==> config.mk <==
export PLATFORM = sky130hd
export DESIGN_NAME = tdm_demux
export DESIGN_NICKNAME = d
export VERILOG_FILES = /design/src/rtl/tdm_demux.sv
export SDC_FILE = /design/constraint.sdc
export NUM_CORES = 1
export LEC_CHECK = 0
export CORE_ASPECT_RATIO = 0.6
export CORE_MARGIN = 2
export CORE_UTILIZATION = 46
export DETAILED_ROUTE_END_ITERATION = 7
export PLACE_DENSITY = 0.75
export SLEW_MARGIN = 30
export SYNTH_ARGS = -nofsm -noshare
export SYNTH_HDL_FRONTEND = slang
export SYNTH_SLANG_ARGS = --single-unit
==> constraint.sdc <==
create_clock -name Clk -period 1.8 [get_ports Clk]
set_input_delay 0.36 -clock Clk [delete_from_list [all_inputs] [get_ports Clk]]
set_output_delay 0.36 -clock Clk [all_outputs]
set_load 0.02 [all_outputs]
==> src/rtl/tdm_demux.sv <==
// TDM frame demultiplexer: hunts for a start-of-frame beat, collects N channel
// samples into a shadow frame and publishes each complete frame in one cycle.

module tdm_demux_slot #(
  parameter int W = 8
) (
  input  logic         Clk,
  input  logic         Rst,
  input  logic         we,
  input  logic [W-1:0] wdata,
  output logic [W-1:0] q
);

  logic [W-1:0] q_d, q_q;

  always_comb begin
    q_d = q_q;
    if (we) q_d = wdata;
  end

  always_ff @(posedge Clk or posedge Rst) begin
    if (Rst) q_q <= '0;
    else     q_q <= q_d;
  end

  assign q = q_q;

endmodule

module tdm_demux #(
  parameter int N = 4,
  parameter int W = 8
) (
  input  logic                 Clk,
  input  logic                 Rst,
  input  logic [W-1:0]         In_Data,
  input  logic                 In_Valid,
  input  logic                 In_Sof,
  output logic [N*W-1:0]       Out_Data,
  output logic                 Out_Valid,
  output logic                 Sync,
  output logic [$clog2(N)-1:0] Ch_Idx,
  output logic                 Err
);

  localparam int IW = $clog2(N);
  localparam logic [IW-1:0] LAST = IW'(N - 1);

  typedef enum logic {HUNT = 1'b0, COLLECT = 1'b1} state_t;

  state_t         state_d, state_q;
  logic [IW-1:0]  ch_idx_d, ch_idx_q;
  logic [N*W-1:0] out_data_d, out_data_q;
  logic           out_valid_d, out_valid_q;
  logic           err_d, err_q;

  logic           wr_en;
  logic [IW-1:0]  wr_idx;
  logic [N-2:0]   slot_we;
  logic [N-2:0][W-1:0] shadow;

  // Only slots 0..N-2 are buffered; the closing beat goes straight into Out_Data.
  for (genvar k = 0; k < N - 1; k++) begin : g_slot
    tdm_demux_slot #(.W(W)) u_slot (
      .Clk   (Clk),
      .Rst   (Rst),
      .we    (slot_we[k]),
      .wdata (In_Data),
      .q     (shadow[k])
    );
  end

  always_comb begin
    slot_we = '0;
    for (int k = 0; k < N - 1; k++)
      slot_we[k] = wr_en && (wr_idx == IW'(k));
  end

  always_comb begin
    state_d     = state_q;
    ch_idx_d    = ch_idx_q;
    out_data_d  = out_data_q;
    out_valid_d = 1'b0;
    err_d       = 1'b0;
    wr_en       = 1'b0;
    wr_idx      = '0;
    if (In_Valid) begin
      unique case (state_q)
        HUNT: begin
          if (In_Sof) begin
            wr_en    = 1'b1;
            ch_idx_d = IW'(1);
            state_d  = COLLECT;
          end
        end
        COLLECT: begin
          if (In_Sof) begin
            // A Sof mid-frame abandons the partial frame and restarts on this beat.
            err_d    = (ch_idx_q != '0);
            wr_en    = 1'b1;
            ch_idx_d = IW'(1);
          end else if (ch_idx_q == '0) begin
            err_d   = 1'b1;
            state_d = HUNT;
          end else if (ch_idx_q == LAST) begin
            out_data_d  = {In_Data, shadow};
            out_valid_d = 1'b1;
            ch_idx_d    = '0;
          end else begin
            wr_en    = 1'b1;
            wr_idx   = ch_idx_q;
            ch_idx_d = ch_idx_q + IW'(1);
          end
        end
        default: state_d = HUNT;
      endcase
    end
  end

  always_ff @(posedge Clk or posedge Rst) begin
    if (Rst) begin
      state_q     <= HUNT;
      ch_idx_q    <= '0;
      out_data_q  <= '0;
      out_valid_q <= 1'b0;
      err_q       <= 1'b0;
    end else begin
      state_q     <= state_d;
      ch_idx_q    <= ch_idx_d;
      out_data_q  <= out_data_d;
      out_valid_q <= out_valid_d;
      err_q       <= err_d;
    end
  end

  assign Out_Data  = out_data_q;
  assign Out_Valid = out_valid_q;
  assign Sync      = (state_q == COLLECT);
  assign Ch_Idx    = ch_idx_q;
  assign Err       = err_q;

endmodule

==> qor.yml, run 1 <==
reg2reg_depth: 6
setup_violations: 0
arrival_ns: 1.95
ir_drop_mv: 0.815
maxCapViolCount: 0
hpwl_um: 3200
syn_nets: 170
fin_worst_skew_ns: 0.00510
final_hold_viol_count: 0
start_util_pct: 48.1
path_class: "flip-flop to flip-flop"
ys_ff_latch: 61
endpoint_kind: "flip-flop"
p_total_mw: 5.40
worst_slack_ns: 0.0658
crit_fanout: 8
grt_max_degree: 62
yosysSeqAreaShare_pct: 62.4
die_h_um: 60.5
nNetsFinal: 244
grt_usage_pct: 17.1
critPathRequiredTime_ns: 2.01
ys_types: 20
root_buffer: "clkbuf_8"
rrSetupSlack_ns: 0.07
p_leak_nw: 1.59
vias_per_cell: 5.00
dp_cells: 276
drt_iter0_drc: 36
syn2layout_area_growth_pct: 39.7
crit_path_start_kind: "flip-flop"
placed_area_um2: 3170
final_cells: 295
drive_above_1_share_pct: 44.1
overflow: 0
nFillCells: 358
synth_area_um2: 2440
postLayoutCellArea_um2: 3410
wl_um: 4880
clk_latency_ns: 0.33
drt_first_pass_iters: 5
hold_class: "input port to asynchronous set/reset pin"
cts_max_level: 3
core-area_um2: 5080
globalplace.congestion: 0.872
yosysWarnings: 0
io_buffer_count: 48
dieArea_um2: 5930
place_ws_ns: -0.201
avgSynthCellArea_um2: 16.2
cellPowerDensity_nw_per_um2: 1580
antenna_found_initial: 0
timing.rr.start: "Ch_Idx[0]"
io_pins: 49
grt_pass1_vias: 1506
clkTransAtPathRegs_ns: 0.06
drv_slew: 0
dieWidth_um: 98.1
antenna_cells: 0
layout_min_cycle_time_ns: 1.73
rows: 20
fin_setup_tns_ns: 0
drtAntennaViolNets: 0
clkSinkCount: 61
r2r_end: "g_slot[0].u_slot.q[4]"
cts_buffers: 9
grt_pass1_wl_um: 7420
postCtsHoldBufs: 0
outcome: "complete, no violations"
max_slew_margin_pct: 76.8
rsz0062_at_grt: "false"
worstMarginPinSlew_ns: 0.343
drc_errors: 0
dr_total_vias: 1475
final_cell_mix: "dfrtp_1 (58), mux2_2 (56), clkdlybuf4s50_1 (45)"
fmax_ghz: 0.577
finalCritPeriodShare_pct: 96.3
final_core_util_pct: 67.2
clockBufferDepth: 2
layout_commonest_cell: "dfrtp_1"
syn_inst: 151
post_drt_wl_per_cell_um: 16.5
cts_tree: "yes"
fin_hold_ws_ns: 0.444
==> timing repair <==
action,4_1_cts,5_1_grt
gates resized for setup,3,2
setup buffers,0,1
cloned,0,3
setup endpoints to repair,2,29
==> routing by layer <==
| metal | routed length [um] | global-route usage, % |
|---|---|---|
| met5 | 0 | 0 |
| met4 | 34 | 6.55 |
| met3 | 278 | 7.60 |
| met2 | 2340 | 27.2 |
| met1 | 2230 | 21.1 |
==> worst max-delay path by stage <==
stage                     startpoint               endpoint  slack (ns)
after global placement      In_Valid  g_slot[1].u_slot.q[4]       -0.17
final                      Ch_Idx[0]  g_slot[0].u_slot.q[4]        0.07
after global routing       Ch_Idx[0]           Out_Data[31]       0.005
after detailed placement    In_Valid  g_slot[1].u_slot.q[7]       -0.20
after floorplan            Ch_Idx[1]  g_slot[1].u_slot.q[0]        0.01
after CTS                  Ch_Idx[1]              Ch_Idx[1]       0.005
==> logic make-up (layout without fill, tap and decap cells) <==
group,count (synthesis),after routing,share of synthesized area (%)
flip-flops,61,61,62.4
multiplexers,56,56,25.8
AND/OR/NAND/NOR,11,11,4.76
buffers and inverters,9,87,1.59
adder cells (fa/ha/maj),7,7,3.58
AO/OA/AOI/OAI,7,7,1.84
==> layout make-up <==
| cell class | count | area [um^2] | share of cell area [%] |
|---|---|---|---|
| clock buffers | 14 | 173 | 5.06 |
| clock inverters | 1 | 5.00 | 0.147 |
| inverters | 5 | 22.5 | 0.660 |
| multi-input cells | 81 | 902 | 26.4 |
| flip-flops and latches | 61 | 1530 | 44.8 |
| well taps | 66 | 82.6 | 2.42 |
| repair buffers | 67 | 699 | 20.5 |
==> where the power goes <==
group	leakage [nW]	total (mW)	internal [mW]	switching (mW)
clock network	0.0926	1.08	0.604	0.472
registers	0.780	2.16	1.88	0.280
logic	0.719	2.17	1.20	0.967
==> cell usage after synthesis <==
cell | number | area share (%)
nand4_1 | 1 | 0.26
inv_1 | 5 | 0.77
mux2_2 | 56 | 26
buf_2 | 4 | 0.82
a32o_1 | 1 | 0.41
a21oi_1 | 1 | 0.20
and4bb_2 | 1 | 0.51
nor2b_1 | 1 | 0.26
o21ai_2 | 1 | 0.36
ha_1 | 7 | 3.6
nand4b_4 | 1 | 0.97
dfrtp_1 | 61 | 62
o21ai_0 | 3 | 0.61
nor4b_1 | 1 | 0.36
nor3b_1 | 1 | 0.31
nor3b_4 | 2 | 1.5
nand2_1 | 1 | 0.15
a31oi_1 | 1 | 0.26
and2_1 | 1 | 0.26
nor2_1 | 1 | 0.15
==> state kept, by name, summed over array words and instances (netlist names) <==
register and flops:
g_slot.u_slot.q 24, Sync 1, Out_Valid 1, Out_Data 32
Ch_Idx 2, Err 1
==> worst max-delay path, stage by stage (launching register included) <==
cell and delay [ns]:
dfrtp_2 0.40, inv_2 0.09, ha_4 0.22, and4bb_2 0.25, o21ai_4 0.17, buf_12 0.15
mux2_2 0.33
(Power assumes the default switching activity.)
==> run 2: changes to the inputs <==
--- a/config.mk
+++ b/config.mk
@@ -9,6 +9,7 @@
 export CORE_MARGIN = 2
 export CORE_UTILIZATION = 46
 export DETAILED_ROUTE_END_ITERATION = 7
+export MAX_ROUTING_LAYER = met4
 export PLACE_DENSITY = 0.75
 export SLEW_MARGIN = 30
 export SYNTH_ARGS = -nofsm -noshare
==> constraint.sdc (replaced) <==
create_clock -name Clk -period 1.8 [get_ports Clk]
set_input_delay 0.36 -clock Clk [delete_from_list [all_inputs] [get_ports Clk]]
set_output_delay 0.36 -clock Clk [all_outputs]
set_load 0.1 [all_outputs]
==> run 2 against run 1 <==
Against the previous run:
- sequential cell count stayed put
- clock skew up 0.0056 ns
- setup slack worse by 0.044 ns
- core utilization up 9.0 points
- clock-buffer cell count decreased by 2
==> qor.yml, run 2 (same netlist as run 1, synthesis figures left out) <==
dieWidth_um: 98.1  # unchanged
hpwl_um: 3680  # +15%
rsz0062_at_grt: "true"
fin_hold_ws_ns: 0.453  # +0.00886 ns
die_h_um: 60.5  # unchanged
final_hold_viol_count: 0  # unchanged
nNetsFinal: 246  # +0.82%
io_pins: 49  # unchanged
path_class: "flip-flop to flip-flop"
io_buffer_count: 48  # unchanged
finalCritPeriodShare_pct: 98.8  # +2.4 points
syn2layout_area_growth_pct: 58.3
clkSinkCount: 61  # unchanged
largest_register_ffs: 32  # unchanged
final_cell_mix: "dfrtp_1 (58), mux2_2 (51), buf_12 (40)"
critPathRequiredTime_ns: 2.01  # about the same
wl_um: 5400  # +11%
drv_slew: 0  # unchanged
fmax_ghz: 0.562  # -2.5%
postCtsHoldBufs: 0  # unchanged
globalplace.congestion: 0.930  # +6.6%
layout_min_cycle_time_ns: 1.78  # +0.0437 ns
hold_class: "input port to asynchronous set/reset pin"
crit_fanout: 8  # unchanged
root_buffer: "clkbuf_8"
outcome: "complete, no violations"
drt_iter0_drc: 79  # +120%
clockBufferDepth: 2  # unchanged
clkTransAtPathRegs_ns: 0.07  # about the same
grt_max_degree: 62  # unchanged
max_slew_margin_pct: 75.9  # -0.93 points
drc_errors: 0  # unchanged
drive_above_1_share_pct: 60.3  # +16 points
nFillCells: 270  # -25%
rows: 20  # unchanged
endpoint_kind: "flip-flop"
layout_commonest_cell: "dfrtp_1"
rrSetupSlack_ns: 0.02  # -0.04 ns
worst_slack_ns: 0.0221  # -0.0437 ns
post_drt_wl_per_cell_um: 18.1  # +9.6%
place_ws_ns: -0.257  # -0.0564 ns
clk_latency_ns: 0.34  # about the same
cts_max_level: 3  # unchanged
drtAntennaViolNets: 0  # unchanged
dr_total_vias: 1564  # +6.0%
final_core_util_pct: 76.2  # +9.0 points
overflow: 0  # unchanged
grt_pass1_wl_um: 8450  # +14%
arrival_ns: 1.99  # +0.04 ns
maxCapViolCount: 0  # unchanged
grt_pass1_vias: 1650  # +9.6%
cts_tree: "yes"
start_util_pct: 48.1  # unchanged
cts_buffers: 9  # unchanged
vias_per_cell: 5.25  # +5.0%
dieArea_um2: 5930  # unchanged
fin_worst_skew_ns: 0.0107  # +0.00560 ns
core-area_um2: 5080  # unchanged
crit_path_start_kind: "flip-flop"
antenna_found_initial: 0  # unchanged
postLayoutCellArea_um2: 3870  # +13%
antenna_cells: 0  # unchanged
grt_usage_pct: 20.1  # +3.0 points
drt_first_pass_iters: 4  # -1
worstMarginPinSlew_ns: 0.357  # +0.0137 ns
placed_area_um2: 3570  # +13%
setup_violations: 0  # unchanged
## run 2: changes by cell type in the layout (fill, tap and decap cells not counted), sizes merged
cell,before,now
dlygate4sd2,2,0
buf,17,57
clkbuf,16,13
dlymetal6s2s,1,0
clkdlybuf4s50,45,11
bufinv,0,3
## run 2: what timing repair did
action                                  4_1_cts  5_1_grt
gates resized for setup                       0        6
setup buffers                                 0        2
endpoints found under the setup margin        0       24
hold endpoints to repair                      0        0
## run 2: worst paths after layout
| check | from | endpoint | cells after the start |
|---|---|---|---|
| worst max-delay path | Ch_Idx[0] | g_slot[0].u_slot.q[7] | 6 |
| worst min-delay path | Rst | g_slot[0].u_slot.q[2] | 3 |
| worst max register to register | Ch_Idx[0] | g_slot[0].u_slot.q[7] | 6 |
| worst min register to register | g_slot[0].u_slot.q[6] | Out_Data[6] | 1 |
| max in group asynchronous | Rst | Ch_Idx[1] | 3 |
| min in group Clk | g_slot[0].u_slot.q[6] | Out_Data[6] | 1 |
## run 2: stage by stage
| stage | instances | setup TNS [ns] |
|---|---|---|
| finish | 298 | 0 |
| global route | 298 | -0.318 |
| CTS | 294 | 0 |
| detailed placement | 278 | -9.22 |
| global placement | 278 | -6.77 |
| floorplan | 151 | -14.61 |
## run 2: final cells by class
| cell class | count | area [um^2] | share of cell area, % |
|---|---|---|---|
| inverters | 5 | 25.0 | 0.646 |
| multi-input cells | 81 | 918 | 23.7 |
| flip-flops and latches | 61 | 1530 | 39.5 |
| clock inverters | 4 | 95.1 | 2.46 |
| well taps | 66 | 82.6 | 2.13 |
| repair buffers | 69 | 1070 | 27.8 |
| clock buffers | 12 | 145 | 3.75 |
## run 2: layer usage
| layer | vias to the layer above | global-route usage, % | part of all wire (%) |
|---|---|---|---|
| li1 | 688 | - | - |
| met1 | 803 | 24.2 | 45 |
| met2 | 58 | 31.1 | 47 |
| met3 | 15 | 7.03 | 5.6 |
| met4 | 0 | 9.33 | 2.4 |
| met5 | - | - | 0 |
## run 2: critical path, cell delays in order (launching register included)
cell and delay (ns):
dfrtp_2 0.44, inv_4 0.09, ha_4 0.22, and4bb_2 0.25
o21ai_4 0.17, buf_12 0.15, mux2_2 0.34
Power of run 2 is not shown: default switching activity piles up to over one toggle a cycle in this logic, so the estimate is an artifact.
==> run 3: changes to the inputs <==
--- a/config.mk
+++ b/config.mk
@@ -8,7 +8,9 @@
 export CORE_ASPECT_RATIO = 0.6
 export CORE_MARGIN = 2
 export CORE_UTILIZATION = 46
+export CTS_BUF_LIST = sky130_fd_sc_hd__clkbuf_16
 export DETAILED_ROUTE_END_ITERATION = 7
+export HOLD_SLACK_MARGIN = 0.03
 export MAX_ROUTING_LAYER = met4
 export PLACE_DENSITY = 0.75
 export SLEW_MARGIN = 30
==> run 3 against run 2 <==
Against the previous run:
- critical path type unchanged
- critical endpoint is now Out_Data[31]
- critical path depth up 2
- clock-buffer cell count down 3
- cell count up 2.0%
- sequential share of layout area down 1.7 points
- cell area up 4.4%
- clock skew down 0.0031 ns
- the flow now finishes with violations (negative setup slack)
==> qor.yml, run 3 (same netlist as run 1, synthesis figures left out) <==
cts_buffers: 9  # unchanged
clk_latency_ns: 0.33  # about the same
dieWidth_um: 98.1  # unchanged
regArea_um2: 1530  # unchanged
nNetsFinal: 252  # +2.4%
crit_fanout: 5  # -3
hold_class: "input port to asynchronous set/reset pin"
cts_tree: "yes"
fin_worst_skew_ns: 0.00760  # -0.00309 ns
grt_pass1_vias: 1680  # +1.8%
nFillCells: 248  # -8.1%
path_buf_inv: 4  # +2
rows: 20  # unchanged
endpoint_kind: "flip-flop"
slowest_delay_ns: 0.45  # about the same
outcome: "complete, but fails checks"
start_util_pct: 48.1  # unchanged
antenna_found_initial: 0  # unchanged
vias_per_cell: 5.29  # +0.85%
final_cell_mix: "dfrtp_1 (58), mux2_2 (50), buf_12 (41)"
io_pins: 49  # unchanged
clkSinkCount: 61  # unchanged
dr_total_vias: 1609  # +2.9%
worst_slack_ns: -0.0518  # -0.0739 ns
postLayoutCellArea_um2: 4040  # +4.4%
post_drt_wl_per_cell_um: 20.3  # +12%
placed_area_um2: 3570  # unchanged
syn2layout_area_growth_pct: 65.3
grt_max_degree: 62  # unchanged
violations: "negative setup slack"
setup_violations: 39  # +39
core-area_um2: 5080  # unchanged
finalCritPeriodShare_pct: 103  # +4.1 points
die_h_um: 60.5  # unchanged
fin_setup_tns_ns: -0.597  # -0.597 ns
arrival_ns: 2.05  # +0.06 ns
rsz0062_at_grt: "true"
worstMarginPinSlew_ns: 0.464  # +0.106 ns
globalplace.congestion: 0.930  # unchanged
overflow: 0  # unchanged
max_slew_margin_pct: 68.7  # -7.2 points
layout_commonest_cell: "dfrtp_1"
io_buffer_count: 48  # unchanged
dieArea_um2: 5930  # unchanged
wl_um: 6190  # +14%
path_class: "flip-flop to flip-flop"
antenna_cells: 0  # unchanged
cts_max_level: 3  # unchanged
final_hold_viol_count: 0  # unchanged
place_ws_ns: -0.257  # unchanged
path_cells: "inv_4 > ha_4 > inv_1 > ha_1 > nand4_1 > buf_6 > clkbuf_16 > mux2_2"
drive_above_1_share_pct: 60.9  # +0.58 points
grt_usage_pct: 20.8  # +0.75 points
fmax_ghz: 0.540  # -4.0%
grt_pass1_wl_um: 8720  # +3.2%
drv_slew: 0  # unchanged
path_delay_family: "buffers and inverters"
drc_errors: 0  # unchanged
drtAntennaViolNets: 0  # unchanged
maxCapViolCount: 0  # unchanged
multi_input_area_um2: 922  # +0.41%
clockBufferDepth: 2  # unchanged
drt_iter0_drc: 51  # -35%
crit_slowest_cell: "dfrtp_2"
layout_min_cycle_time_ns: 1.85  # +0.0739 ns
largest_register_ffs: 32  # unchanged
drt_first_pass_iters: 4  # unchanged
root_buffer: "clkbuf_16"
hpwl_um: 3680  # unchanged
crit_path_start_kind: "flip-flop"
critPathRequiredTime_ns: 2.00  # about the same
clkTransAtPathRegs_ns: 0.06  # about the same
[run 3: path summary, 6_finish.rpt]
check | start | end | slack, ns | depth (start not counted)
worst max-delay path | Ch_Idx[0] | Out_Data[31] | -0.05 | 8
worst min-delay path | Rst | Out_Data[1] | 0.47 | 3
worst max register to register | Ch_Idx[0] | Out_Data[31] | -0.05 | 8
worst min register to register | g_slot[2].u_slot.q[5] | Out_Data[21] | 0.50 | 1
max in group asynchronous | Rst | Ch_Idx[1] | 1.05 | 3
min in group Clk | g_slot[2].u_slot.q[5] | Out_Data[21] | 0.50 | 1
[run 3: worst reg2reg max path: stages, from the launching register on]
cell and delay (ns):
dfrtp_2 0.45, inv_4 0.10, ha_4 0.15, inv_1 0.05, ha_1 0.19, nand4_1 0.11
buf_6 0.17, clkbuf_16 0.17, mux2_2 0.35
[run 3: repair_timing]
item	CTS	global route
buffers inserted	0	7
pin swaps	2	3
hold buffers	0	0
gates resized for setup	1	6
endpoints found under the setup margin	12	42
gates cloned	0	3
[run 3: area by class of cell]
class                      instances  area share [%]
inverter                           5           0.619
sequential                        61            37.9
tap                               66            2.04
clock buffer                       9            5.57
clock inverter                     7            2.63
timing repair buffer              75            28.5
multi-input combinational         81            22.8
[run 3: routing by layer]
layer | track usage [%] | share of wire [%]
met1 | 24.9 | 43
met2 | 33.0 | 48
met3 | 8.53 | 6.8
met4 | 6.75 | 2.3
met5 | - | 0
[run 3: through the flow]
| step | std cells | utilization (%) | hold slack [ns] |
|---|---|---|---|
| global route | 304 | 79.6 | 0.499 |
| floorplan | 151 | - | 0.430 |
| finish | 304 | 79.6 | 0.471 |
| detailed placement | 278 | 70.3 | 0.491 |
| CTS | 294 | 76.9 | 0.485 |
| global placement | 278 | 70.3 | 0.483 |
Power of run 3 is left out for the same reason.
